===== src/rtl/csr_trap_ctrl_if.sv =====
// Bus between the execute stage / CSR file side and the trap sequencer.
interface csr_trap_ctrl_if #(
  parameter int DW    = 32,
  parameter int ADDRW = 12
) ();
  logic             ext_irq_i;
  logic             timer_irq_i;
  logic [DW-1:0]    pc_i;
  logic             mret_i;
  logic             pipe_csr_we_i;
  logic [ADDRW-1:0] pipe_csr_addr_i;
  logic [DW-1:0]    pipe_csr_wdata_i;
  logic [DW-1:0]    mstatus_i;
  logic [DW-1:0]    mie_i;
  logic [DW-1:0]    mtvec_i;
  logic [DW-1:0]    mepc_i;
  logic             csr_we_o;
  logic [ADDRW-1:0] csr_addr_o;
  logic [DW-1:0]    csr_wdata_o;
  logic             csr_intr_flag_o;
  logic             stall_o;
  logic             flush_o;
  logic             redirect_o;
  logic [DW-1:0]    redirect_pc_o;

  // Environment side: pipeline, CSR file and interrupt sources.
  modport master (
    output ext_irq_i, timer_irq_i, pc_i, mret_i,
           pipe_csr_we_i, pipe_csr_addr_i, pipe_csr_wdata_i,
           mstatus_i, mie_i, mtvec_i, mepc_i,
    input  csr_we_o, csr_addr_o, csr_wdata_o, csr_intr_flag_o,
           stall_o, flush_o, redirect_o, redirect_pc_o
  );

  // Sequencer side.
  modport slave (
    input  ext_irq_i, timer_irq_i, pc_i, mret_i,
           pipe_csr_we_i, pipe_csr_addr_i, pipe_csr_wdata_i,
           mstatus_i, mie_i, mtvec_i, mepc_i,
    output csr_we_o, csr_addr_o, csr_wdata_o, csr_intr_flag_o,
           stall_o, flush_o, redirect_o, redirect_pc_o
  );
endinterface


===== src/rtl/csr_trap_ctrl.sv =====
// Machine-mode trap entry / mret sequencer owning the CSR file write port.
module csr_trap_ctrl #(
  parameter int DW    = 32,
  parameter int ADDRW = 12
) (
  input logic           clk_i,
  input logic           rst_i,
  csr_trap_ctrl_if.slave bus
);
  typedef enum logic [2:0] {
    IDLE, EPC, CAUSE, STATUS, JUMP, MRET_ST, MRET_JMP
  } state_t;

  localparam logic [ADDRW-1:0] A_MSTATUS = ADDRW'(12'h300);
  localparam logic [ADDRW-1:0] A_MEPC    = ADDRW'(12'h341);
  localparam logic [ADDRW-1:0] A_MCAUSE  = ADDRW'(12'h342);
  localparam logic [DW-1:0]    C_EXT     = DW'(32'h8000_000B);
  localparam logic [DW-1:0]    C_TIMER   = DW'(32'h8000_0007);

  state_t           state;
  logic [DW-1:0]    epc_q, st_q, cause_q;
  logic             pipe_we_d;
  logic             seq_we;
  logic [ADDRW-1:0] seq_addr;
  logic [DW-1:0]    seq_wdata;
  logic             intr_flag, stall, flush, redirect;
  logic [DW-1:0]    redirect_pc;

  logic ext_en, tmr_en, take;

  // Entry mstatus: MPIE <= MIE, MIE <= 0.
  function automatic logic [DW-1:0] st_entry(input logic [DW-1:0] s);
    logic [DW-1:0] r;
    r = s;
    r[7] = s[3];
    r[3] = 1'b0;
    return r;
  endfunction

  // mret mstatus: MIE <= MPIE, MPIE <= 1.
  function automatic logic [DW-1:0] st_mret(input logic [DW-1:0] s);
    logic [DW-1:0] r;
    r = s;
    r[3] = s[7];
    r[7] = 1'b1;
    return r;
  endfunction

  // Handler target; only mode 1 is vectored, modes 2/3 fall back to direct.
  function automatic logic [DW-1:0] trap_target(input logic [DW-1:0] tv,
                                                 input logic [DW-1:0] c);
    logic [DW-1:0] base;
    base = {tv[DW-1:2], 2'b00};
    if (tv[1:0] == 2'b01) return base + DW'({c[3:0], 2'b00});
    return base;
  endfunction

  // Hold off the take for a cycle after any pipeline CSR write so the
  // CSR file's parallel mstatus/mie reads reflect that write.
  always_comb begin
    ext_en = bus.ext_irq_i & bus.mie_i[11];
    tmr_en = bus.timer_irq_i & bus.mie_i[7];
    take   = (ext_en | tmr_en) & bus.mstatus_i[3] & ~bus.pipe_csr_we_i & ~pipe_we_d;
  end

  // Sequencer FSM with registered write-port and pipeline-control outputs.
  always_ff @(posedge clk_i) begin
    if (rst_i) begin
      state       <= IDLE;
      epc_q       <= '0;
      st_q        <= '0;
      cause_q     <= '0;
      pipe_we_d   <= 1'b0;
      seq_we      <= 1'b0;
      seq_addr    <= '0;
      seq_wdata   <= '0;
      intr_flag   <= 1'b0;
      stall       <= 1'b0;
      flush       <= 1'b0;
      redirect    <= 1'b0;
      redirect_pc <= '0;
    end else begin
      pipe_we_d <= bus.pipe_csr_we_i;
      case (state)
        IDLE: begin
          seq_we    <= 1'b0;
          intr_flag <= 1'b0;
          flush     <= 1'b0;
          redirect  <= 1'b0;
          stall     <= 1'b0;
          if (take) begin
            // Any mret in execute is flushed and re-executes after the handler.
            epc_q     <= bus.pc_i;
            st_q      <= bus.mstatus_i;
            cause_q   <= ext_en ? C_EXT : C_TIMER;
            state     <= EPC;
            seq_we    <= 1'b1;
            seq_addr  <= A_MEPC;
            seq_wdata <= bus.pc_i;
            intr_flag <= 1'b1;
            stall     <= 1'b1;
          end else if (bus.mret_i) begin
            st_q      <= bus.mstatus_i;
            state     <= MRET_ST;
            seq_we    <= 1'b1;
            seq_addr  <= A_MSTATUS;
            seq_wdata <= st_mret(bus.mstatus_i);
            stall     <= 1'b1;
          end
        end
        EPC: begin
          state     <= CAUSE;
          seq_addr  <= A_MCAUSE;
          seq_wdata <= cause_q;
          intr_flag <= 1'b0;
        end
        CAUSE: begin
          state     <= STATUS;
          seq_addr  <= A_MSTATUS;
          seq_wdata <= st_entry(st_q);
        end
        STATUS: begin
          state       <= JUMP;
          seq_we      <= 1'b0;
          redirect    <= 1'b1;
          flush       <= 1'b1;
          redirect_pc <= trap_target(bus.mtvec_i, cause_q);
        end
        MRET_ST: begin
          state       <= MRET_JMP;
          seq_we      <= 1'b0;
          redirect    <= 1'b1;
          flush       <= 1'b1;
          redirect_pc <= bus.mepc_i;
        end
        default: begin // JUMP, MRET_JMP
          state       <= IDLE;
          redirect    <= 1'b0;
          flush       <= 1'b0;
          stall       <= 1'b0;
          redirect_pc <= '0;
        end
      endcase
    end
  end

  // In IDLE the pipeline owns the write port; otherwise the sequence does.
  always_comb begin
    bus.csr_we_o        = (state == IDLE) ? bus.pipe_csr_we_i    : seq_we;
    bus.csr_addr_o      = (state == IDLE) ? bus.pipe_csr_addr_i  : seq_addr;
    bus.csr_wdata_o     = (state == IDLE) ? bus.pipe_csr_wdata_i : seq_wdata;
    bus.csr_intr_flag_o = intr_flag;
    bus.stall_o         = stall;
    bus.flush_o         = flush;
    bus.redirect_o      = redirect;
    bus.redirect_pc_o   = redirect_pc;
  end
endmodule


===== src/flat_wrapper.sv =====
// flat-port wrapper written by rule: the top's interface ports become plain ports
module csr_trap_ctrl_flat 
#(
  parameter int DW    = 32,
  parameter int ADDRW = 12
)
  (clk_i, rst_i, bus_ext_irq_i, bus_timer_irq_i, bus_pc_i, bus_mret_i, bus_pipe_csr_we_i, bus_pipe_csr_addr_i, bus_pipe_csr_wdata_i, bus_mstatus_i, bus_mie_i, bus_mtvec_i, bus_mepc_i, bus_csr_we_o, bus_csr_addr_o, bus_csr_wdata_o, bus_csr_intr_flag_o, bus_stall_o, bus_flush_o, bus_redirect_o, bus_redirect_pc_o);
  csr_trap_ctrl_if #(.DW(DW), .ADDRW(ADDRW)) bus_i ();
  input logic clk_i;
  input logic rst_i;
  input wire logic [$bits(bus_i.ext_irq_i)-1:0] bus_ext_irq_i;
  input wire logic [$bits(bus_i.timer_irq_i)-1:0] bus_timer_irq_i;
  input wire logic [$bits(bus_i.pc_i)-1:0] bus_pc_i;
  input wire logic [$bits(bus_i.mret_i)-1:0] bus_mret_i;
  input wire logic [$bits(bus_i.pipe_csr_we_i)-1:0] bus_pipe_csr_we_i;
  input wire logic [$bits(bus_i.pipe_csr_addr_i)-1:0] bus_pipe_csr_addr_i;
  input wire logic [$bits(bus_i.pipe_csr_wdata_i)-1:0] bus_pipe_csr_wdata_i;
  input wire logic [$bits(bus_i.mstatus_i)-1:0] bus_mstatus_i;
  input wire logic [$bits(bus_i.mie_i)-1:0] bus_mie_i;
  input wire logic [$bits(bus_i.mtvec_i)-1:0] bus_mtvec_i;
  input wire logic [$bits(bus_i.mepc_i)-1:0] bus_mepc_i;
  output wire logic [$bits(bus_i.csr_we_o)-1:0] bus_csr_we_o;
  output wire logic [$bits(bus_i.csr_addr_o)-1:0] bus_csr_addr_o;
  output wire logic [$bits(bus_i.csr_wdata_o)-1:0] bus_csr_wdata_o;
  output wire logic [$bits(bus_i.csr_intr_flag_o)-1:0] bus_csr_intr_flag_o;
  output wire logic [$bits(bus_i.stall_o)-1:0] bus_stall_o;
  output wire logic [$bits(bus_i.flush_o)-1:0] bus_flush_o;
  output wire logic [$bits(bus_i.redirect_o)-1:0] bus_redirect_o;
  output wire logic [$bits(bus_i.redirect_pc_o)-1:0] bus_redirect_pc_o;
  assign bus_i.ext_irq_i = bus_ext_irq_i;
  assign bus_i.timer_irq_i = bus_timer_irq_i;
  assign bus_i.pc_i = bus_pc_i;
  assign bus_i.mret_i = bus_mret_i;
  assign bus_i.pipe_csr_we_i = bus_pipe_csr_we_i;
  assign bus_i.pipe_csr_addr_i = bus_pipe_csr_addr_i;
  assign bus_i.pipe_csr_wdata_i = bus_pipe_csr_wdata_i;
  assign bus_i.mstatus_i = bus_mstatus_i;
  assign bus_i.mie_i = bus_mie_i;
  assign bus_i.mtvec_i = bus_mtvec_i;
  assign bus_i.mepc_i = bus_mepc_i;
  assign bus_csr_we_o = bus_i.csr_we_o;
  assign bus_csr_addr_o = bus_i.csr_addr_o;
  assign bus_csr_wdata_o = bus_i.csr_wdata_o;
  assign bus_csr_intr_flag_o = bus_i.csr_intr_flag_o;
  assign bus_stall_o = bus_i.stall_o;
  assign bus_flush_o = bus_i.flush_o;
  assign bus_redirect_o = bus_i.redirect_o;
  assign bus_redirect_pc_o = bus_i.redirect_pc_o;
  csr_trap_ctrl #(.DW(DW), .ADDRW(ADDRW)) u_core (.clk_i(clk_i), .rst_i(rst_i), .bus(bus_i));
endmodule

===== config.mk =====
export PLATFORM = sky130hd
export DESIGN_NAME = csr_trap_ctrl_flat
export DESIGN_NICKNAME = d
export VERILOG_FILES = /design/src/rtl/csr_trap_ctrl_if.sv /design/src/rtl/csr_trap_ctrl.sv /design/src/flat_wrapper.sv
export SDC_FILE = /design/constraint.sdc
export NUM_CORES = 1
export LEC_CHECK = 0
export CAP_MARGIN = 25
export CORE_ASPECT_RATIO = 0.9
export CORE_UTILIZATION = 43
export CTS_BUF_LIST = sky130_fd_sc_hd__clkbuf_4
export CTS_CLUSTER_DIAMETER = 100
export DETAILED_ROUTE_END_ITERATION = 12
export HOLD_SLACK_MARGIN = 0.05
export PLACE_DENSITY = 0.88
export SLEW_MARGIN = 25
export SYNTH_ARGS = -nofsm -noshare
export SYNTH_HDL_FRONTEND = slang
export SYNTH_SLANG_ARGS = --single-unit

===== constraint.sdc =====
create_clock -name clk_i -period 3.1 [get_ports clk_i]
set_clock_uncertainty 0.15 [all_clocks]
set_input_delay 0.775 -clock clk_i [delete_from_list [all_inputs] [get_ports clk_i]]
set_output_delay 0.775 -clock clk_i [all_outputs]
set_load 0.02 [all_outputs]

**Word-level counts from Yosys, hierarchy flattened**

Index checks and enable logic that the tools add are counted.

- Register bits: 148
- Input port bits: 210
- Output and inout port bits: 81
- Word-level logic and storage cells: 66

- Add/subtract/negate cells: 1
- Equality and inequality tests: 6
- Muxes and demuxes: 28
- Bitwise gates (word level): 8
- Reduce and logical (&&, ||, !) cells: 12

Operator list:

| cell | count |
|---|---|
| $mux 32 | 7 |
| $pmux 32 s3 | 2 |
| $mux 12 | 3 |
| $pmux 12 s3 | 1 |
| $add 32x6->32 | 1 |
| $pmux 3 s5 | 1 |
| $pmux 1 s2 | 4 |
| $mux 1 | 7 |
| $eq 3x2->1 const B | 2 |
| $mux 3 | 2 |
| $reduce_and 2->1 | 3 |
| $reduce_bool 2->1 | 3 |
| $and 1x1->1 | 5 |
| $mux 4 | 1 |
| $reduce_or 2->1 | 2 |
| $reduce_or 4->1 | 1 |
| $eq 3x1->1 const B | 1 |
| $eq 3x3->1 const B | 1 |
| $logic_not 3->1 | 1 |
| $ne 3x2->1 const B | 1 |
| $reduce_bool 3->1 | 1 |
| $reduce_or 3->1 | 1 |
| $eq 2x1->1 const B | 1 |
| $not 1->1 | 2 |
| $or 1x1->1 | 1 |

**Depth between registers and ports, before layout**

Gate-level depths: netlist of run 1.

- Depth in word-level cells: 7
- Depth in mapped cells: 7
- Depth with buffers taken out: 7

**Worst setup path after synthesis of run 1**

OpenSTA, ideal clock, no wires.

- Kind: input -> register
- Start point: in bus_mtvec_i[2]
- End point: reg u_core.redirect_pc[8], in the netlist u_core.bus.redirect_pc_o[8]
- Setup time: 0.087 ns
- Data arrival time: 2.483 ns
- Data required time: 2.863 ns
- Setup slack: 0.380 ns
- Stages on the path: 7
- Path buffers: 0
- Cell sequence: ha_1 -> fa_1 -> a211oi_1 -> nor2_1 -> and3_1 -> xnor2_1 -> a211oi_1

- Word-level cells in the longest chain between the ends: 4

RTL lines:

| element | line | text |
|---|---|---|
| start: declaration | flat_wrapper.sv:20 | `input wire logic [$bits(bus_i.mtvec_i)-1:0] bus_mtvec_i;` |
| $add 32x6->32 | csr_trap_ctrl.sv:54 | `if (tv[1:0] == 2'b01) return base + DW'({c[3:0], 2'b00});` |
| $mux 32 | csr_trap_ctrl.sv:54 |  |
| $mux 32 | csr_trap_ctrl.sv:55 | `return base;` |
| $pmux 32 s3 | csr_trap_ctrl.sv:84 | `case (state)` |
| end signal: assignment | csr_trap_ctrl.sv:127 | `redirect_pc <= trap_target(bus.mtvec_i, cause_q);` |
| end signal: assignment | csr_trap_ctrl.sv:134 | `redirect_pc <= bus.mepc_i;` |
| end: declaration | csr_trap_ctrl.sv:27 | `logic [DW-1:0] redirect_pc;` |

Every way passes these cells. The select of a mux whose other input is x is not followed.
A chain may end at the register's enable or synchronous reset.

**Worst setup path in the final report of run 1**

- Start point: reg u_core.state[1]
- End point: out bus_csr_addr_o[2]

- Word-level cells in the longest chain between the ends: 2

RTL lines:

| element | line | text |
|---|---|---|
| start: declaration | csr_trap_ctrl.sv:20 | `state_t state;` |
| start signal: assignment | csr_trap_ctrl.sv:69 | `state <= IDLE;` |
| start signal: assignment | csr_trap_ctrl.sv:96 | `state <= EPC;` |
| start signal: assignment | csr_trap_ctrl.sv:104 | `state <= MRET_ST;` |
| $logic_not 3->1 | csr_trap_ctrl.sv:150 | `bus.csr_addr_o = (state == IDLE) ? bus.pipe_csr_addr_i : seq_addr;` |
| $mux 12 | csr_trap_ctrl.sv:150 |  |
| end: declaration | flat_wrapper.sv:23 | `output wire logic [$bits(bus_i.csr_addr_o)-1:0] bus_csr_addr_o;` |

Every way passes these cells.

==> qor.csv, run 1 <==
metric;value;unit
placer congestion estimate;0.864;
max-slew violations;0;
deepest clock path buffer count;2;
largest family of logic cells by synthesized area;simple AND/OR/NAND/NOR gates;
register area share after synthesis;0.358;
DR iter-0 viols;404;
vias in the first global route;6526;
Synth top cells by count;nand2_1, dfxtp_1, nor2_1;
# setup viols final;0;
Post-synth top flop;dfxtp_1;
post-synthesis cell count;765;
Max FO, Critical Path;19;
Pre-Repair DR Iteration Count;7;
clock sinks;110;
Die Wd;128;um
Final period util;0.959;
Final ANT Viol Nets;0;
HP Class;reg2reg;
Leak;3.90;nW
Yosys top cell area share;0.358;
Async SR Flop Fraction;0;
MaxCap Viol Count;0;
fin nets;1227;
Synth area leaders;dfxtp_1, nand2_1, mux2_2;
mean post-synth cell area;8.04;sq um
Synth area leader;dfxtp_1;
Tot GR Track Use;0.275;
YS warnings;0;
first-pass GRT wire length;31900;um
status;finished, final reports clean;
PD cells;456;mW/mm^2
die area;0.0148;sq mm
largest net degree at the start of global routing;41;
H-Tree Depth;3;
# fillers;1147;
WHS;316;ps
syn_nets;980;
maximum achievable frequency;336;MHz
Hold Violations, Final;0;
design area;0.00934;sq mm
crit start category;flop;
share of layout cells above drive strength 1;0.138;
CTS tree;done;
port bufs;260;
DR vias;6578;
placed cell area;0.00908;sq mm
Post-Syn Area;0.00615;sq mm
core box area;0.0140;sq mm
routed len/inst;17.0;um
remaining global-route overflow;0;
Yosys reg bits;110;
top-count cell post-synth;nand2_1;
Vias/cell;5.43;
Netlist cell types;49;
Synth Area in Adders;0.0114;
Post-synth EDFFs;0;
FF/Latch Area;0.00220;sq mm
Initial Utilization;0.439;
register-to-register setup slack;720;ps
simple-gate share of the synthesized area;0.290;
relative slew slack;0.477;
Crit. End Element;output port;
initial antenna violation count;2;
CP required;2170;ps
WL final;20600;um
Clock transition at path regs;160;ps
Die Ht;115;um
area growth from synthesis to layout;51.9;%
min cycle time layout;2970;ps
worst-margin pin slew;784;ps
WS Path Type;reg2out;
hpwl dp;14900;um
drt drc;0;
TritonCTS buffer count;9;
CP arrival;2050;ps
I/O pin count;291;
Clock Tree Root;clkbuf_4;
insertion delay to the later sink of the worst-skew pair;490;ps
post-synthesis mux area share;0.0550;
Site Rows;41;
Worst VDD drop;0.279;mV
post-layout util;0.667;
post-synthesis compound-gate area fraction;0.192;
Synth Area in XOR/XNOR;0.0399;
footprint of the multi-input gates;0.00363;sq mm
==> path summary, 6_finish.rpt <==
| check | start | end | cells after the start |
|---|---|---|---|
| worst max register to register | u_core.cause_q[1]$_SDFFE_PP0P_ | u_core.bus.redirect_pc_o[16]$_SDFFE_PP0P_ | 9 |
| worst min register to register | u_core.st_q[2]$_SDFFE_PP0P_ | u_core.st_q[2]$_SDFFE_PP0P_ | 2 |
| worst min-delay path | u_core.st_q[2]$_SDFFE_PP0P_ | u_core.st_q[2]$_SDFFE_PP0P_ | 2 |
| worst max-delay path | u_core.state[1]$_SDFFE_PP0P_ | bus_csr_addr_o[2] | 6 |
==> metrics by stage <==
stage / power, W / instances / TNS (ps) / setup WS [ps]
detailed placement: 0.00358 / 1190 / -483 / -98.6
floorplan: 0.00272 / 765 / 0 / 380
global placement: 0.00354 / 1190 / -144 / -48.6
CTS: 0.00428 / 1208 / -1840 / -97.0
finish: 0.00426 / 1212 / 0 / 126
global route: 0.00451 / 1212 / -3.25 / -3.25
==> area by class of cell <==
| cell class | count | area share |
|---|---|---|
| Tap cell | 193 | 0.0259 |
| Inverter | 6 | 0.00241 |
| Clock buffer | 9 | 0.00723 |
| Timing Repair Buffer | 298 | 0.333 |
| Sequential cell | 110 | 0.236 |
| Clock inverter | 7 | 0.00603 |
| Multi-Input combinational cell | 587 | 0.389 |
| Antenna cell | 2 | 0.000536 |
==> routing by layer <==
layer / wire (um) / share of wire / vias up / global-route usage
li1: - / - / 3180 / -
met1: 7910 / 0.38 / 3089 / 0.303
met2: 10400 / 0.50 / 282 / 0.505
met3: 1920 / 0.093 / 27 / 0.0896
met4: 386 / 0.019 / 0 / 0.0816
met5: 0 / 0 / - / 0
==> state kept, by name, summed over array words and instances (netlist names) <==
signal                      cells
u_core.seq_we                   1
u_core.state                    3
u_core.seq_addr                 4
u_core.pipe_we_d                1
u_core.st_q                    31
u_core.bus.csr_intr_flag_o      1
u_core.cause_q                  3
u_core.bus.flush_o              1
u_core.bus.stall_o              1
u_core.seq_wdata               32
u_core.bus.redirect_pc_o       32
==> layout by cell type (no fill, tap or decap), drive strengths merged, types with 3 or more instances in the layout <==
master	instances
a211oi	8
a21oi	52
a221oi	31
a222oi	3
a22oi	23
a31oi	3
and2	13
and3	3
buf	38
clkbuf	10
clkdlybuf4s50	214
clkinv	4
dfxtp	110
dlygate4sd2	12
dlymetal6s2s	32
ha	4
inv	9
mux2	30
nand2	204
nand2b	4
nand3	14
nand4	13
nor2	58
nor2b	4
nor3	42
nor4	5
o21ai	9
o22ai	20
xnor2	6
xor2	22
==> what timing repair did <==
item                                    in CTS  in global routing
setup buffers                                2                  1
pin swaps                                    1                  0
gates resized for setup                     13                 35
endpoints found under the setup margin      45                 32
gates cloned                                 0                  1
hold buffers                                 0                  0
==> critical path, cell delays in order (launching register included) <==
cell and delay, ps:
dfxtp_1 340, buf_4 180, nor3_4 230, buf_4 180, clkbuf_16 160, and2_1 140
dlygate4sd2_1 330
==> where the power goes <==
part / internal (W) / switching [W] / leakage [nW]
logic: 0.000888 / 0.00100 / 2.93
clock network: 0.000177 / 0.000520 / 0.0694
registers: 0.00157 / 0.0000950 / 0.902
==> cells by family (layout without fill, tap and decap cells) <==
logic type / Yosys count / in the layout
other: 0 / 2
xor gates and xnor gates: 28 / 28
muxes: 30 / 30
adders and majority gates: 5 / 5
buffers and inverters: 68 / 320
AOI/OAI and AO/OA: 156 / 156
DFF: 110 / 110
and+or+nand+nor: 368 / 368
No activity file was read; power rests on OpenSTA's default activity.
==> inputs of run 2 (changes only) <==
--- a/config.mk
+++ b/config.mk
@@ -5,6 +5,7 @@
 export SDC_FILE = /design/constraint.sdc
 export NUM_CORES = 1
 export LEC_CHECK = 0
+export ABC_AREA = 1
 export CAP_MARGIN = 25
 export CORE_ASPECT_RATIO = 0.9
 export CORE_UTILIZATION = 43
@@ -12,7 +13,7 @@
 export CTS_CLUSTER_DIAMETER = 100
 export DETAILED_ROUTE_END_ITERATION = 12
 export HOLD_SLACK_MARGIN = 0.05
-export PLACE_DENSITY = 0.88
+export PLACE_DENSITY = 0.87
 export SLEW_MARGIN = 25
 export SYNTH_ARGS = -nofsm -noshare
 export SYNTH_HDL_FRONTEND = slang
==> run 2 against run 1 <==
Against the previous run: register-to-register slack better by 50 ps; first-iteration DRC count is 55% higher; global-route usage is 0.40 points higher; via count is 16% higher; setup slack better by 56 ps; die area is 3.9% higher; non-clock buffer count is 8 lower; fmax is 1.9% higher; clock-buffer cell count is 1 higher; clock power is 1% lower; largest cell class unchanged.
==> qor.csv, run 2 <==
metric;value;unit;change
Netlist cell types;37;;-24%
Seq pwr share;0.270;;-0.122
maximum achievable frequency;343;MHz;+1.9%
Final period util;0.941;;-0.0180
top-count cell post-synth;nand2_1;;
Post-synth EDFFs;0;;unchanged
post-synthesis cell count;1043;;+36%
Pre-Repair DR Iteration Count;5;;-2
leading cell type in the layout, fill and taps excluded;nand2_1;;
Yosys reg bits;110;;unchanged
n_diodes;0;;-2
placed cell area;0.00921;sq mm;+1.4%
Tot GR Track Use;0.279;;+0.00405
insertion delay to the later sink of the worst-skew pair;500;ps;about the same
register area share after synthesis;0.345;;-0.0137
Final ANT Viol Nets;0;;unchanged
fin cells;1485;;+23%
Tot Pwr;0.00791;W;+86%
I/O pin count;291;;unchanged
Die Ht;118;um;+1.9%
Hold Buf Count CTS;0;;unchanged
remaining global-route overflow;0;;unchanged
Sw Ratio;0.501;;+0.121
commonest non-fill, non-tap cells in the layout;nand2_1, clkdlybuf4s50_1, nor2_1, a21oi_1, dfxtp_1;;
Resize count post-CTS;52;;+39
Psw;0.00396;W;+150%
CP required;2170;ps;about the same
CP arrival;1990;ps;-60 ps
first-pass GRT wire length;34100;um;+6.9%
Site Rows;41;;unchanged
Max FO, Critical Path;14;;-5
P_int;0.00395;W;+50%
min cycle time layout;2920;ps;-55.9 ps
CTS tree;done;;
Leak;4.11;nW;+5.5%
routed len/inst;14.6;um;-14%
vias in the first global route;7107;;+8.9%
WL final;21700;um;+5.6%
area growth from synthesis to layout;45.4;%;
YS warnings;0;;unchanged
fin nets;1502;;+22%
Synth area leader;dfxtp_1;;
share of layout cells above drive strength 1;0.0526;;-0.0850
Clock Tree Root;clkbuf_4;;
Worst VDD drop;0.657;mV;+140%
# setup viols final;0;;unchanged
H-Tree Depth;3;;unchanged
Async SR Flop Fraction;0;;unchanged
PD cells;852;mW/mm^2;+87%
WS Path Type;reg2out;;
Comb pwr share;0.643;;+0.199
Post-Syn Area;0.00639;sq mm;+4.0%
placer congestion estimate;0.903;;+4.5%
deepest clock path buffer count;2;;unchanged
mean post-synth cell area;6.13;sq um;-24%
Synth top cells by count;nand2_1, nor2_1, dfxtp_1;;
largest net degree at the start of global routing;40;;-2.4%
Post-synth top flop;dfxtp_1;;
port bufs;260;;unchanged
Inst Count DP;1469;;+23%
MaxCap Viol Count;0;;unchanged
die area;0.0154;sq mm;+3.9%
max-slew violations;0;;unchanged
status;finished, final reports clean;;
Die Wd;131;um;+1.9%
syn_nets;1258;;+28%
hpwl dp;16300;um;+9.4%
initial antenna violation count;0;;-2
Crit. End Element;output port;;
Hold Violations, Final;0;;unchanged
Clock transition at path regs;170;ps;about the same
Vias/cell;5.14;;-5.3%
Initial Utilization;0.448;;+0.00921
design area;0.00929;sq mm;-0.54%
TritonCTS buffer count;9;;unchanged
Yosys top cell area share;0.345;;-0.0137
relative slew slack;0.537;;+0.0599
post-CTS setup buffers;0;;-2
WHS;328;ps;+12.3 ps
drt drc;0;;unchanged
RSZ-0062 raised after global routing;false;;
Clk network pwr share;0.087;;-0.077
setup TNS;0;ps;unchanged
crit start category;flop;;
DR vias;7636;;+16%
HP Class;reg2reg;;
clock sinks;110;;unchanged
DR iter-0 viols;625;;+55%
worst-margin pin slew;693;ps;-90.6 ps
Synth area leaders;dfxtp_1, nand2_1, nor2_1;;
core box area;0.0143;sq mm;+1.8%
-- run 2: layout make-up --
type | instances | area, sq um
clock buffer | 10 | 75.1
sequential | 110 | 2210
timing repair buffer | 290 | 2830
multi-input combinational | 797 | 3590
fill | 1343 | 4970
inverter | 79 | 299
clock inverter | 6 | 46.3
tap | 193 | 241
-- run 2: power by group through the flow --
stage	clock network (W)	logic [W]	registers (W)
after floorplan	0	0.00336	0.00221
after global placement	0	0.00519	0.00213
after detailed placement	0	0.00530	0.00215
after CTS	0.000708	0.00509	0.00213
after global routing	0.000772	0.00560	0.00218
final	0.000691	0.00509	0.00213
-- run 2: logic make-up (layout without fill, tap and decap cells) --
family | after synthesis | count (layout) | synth area share
XOR/XNOR | 2 | 2 | 0.00274
AO/OA/AOI/OAI | 259 | 259 | 0.211
adder cells (fa/ha/maj) | 5 | 5 | 0.0110
buffers and inverters | 136 | 385 | 0.0940
AND/OR/NAND/NOR | 531 | 531 | 0.336
flip-flops | 110 | 110 | 0.345
-- run 2: worst max-delay path, cell delays in order, from the launching register on --
cell and delay [ps]:
dfxtp_2 380, nor2_2 140, inv_2 80, nor2_8 120, inv_4 90, buf_4 190, o21ai_0 140, dlygate4sd2_1 350
-- run 2: worst paths after layout --
check	from	to	slack (ps)	depth (start not counted)
setup reg to reg	u_core.cause_q[1]$_SDFFE_PP0P_	u_core.bus.redirect_pc_o[20]$_SDFFE_PP0P_	770	11
setup / recovery	u_core.state[2]$_SDFFE_PP0P_	bus_csr_we_o	180	7
hold / removal	u_core.bus.redirect_pc_o[0]$_SDFFE_PP0P_	u_core.bus.redirect_pc_o[0]$_SDFFE_PP0P_	330	2
hold reg to reg	u_core.bus.redirect_pc_o[0]$_SDFFE_PP0P_	u_core.bus.redirect_pc_o[0]$_SDFFE_PP0P_	330	2
-- run 2: stage by stage --
step / setup WS [ps] / util
global placement: 66.2 / 0.646
detailed placement: -24.1 / 0.646
finish: 182 / 0.651
global route: 46.6 / 0.651
CTS: 139 / 0.651
floorplan: 608 / -
-- run 2: per-layer routing --
metal | global-route usage | share of wire | vias to the layer above
met3 | 0.0577 | 0.074 | 29
li1 | - | - | 3845
met4 | 0.0905 | 0.020 | 0
met1 | 0.357 | 0.44 | 3474
met5 | 0 | 0 | -
met2 | 0.462 | 0.47 | 288
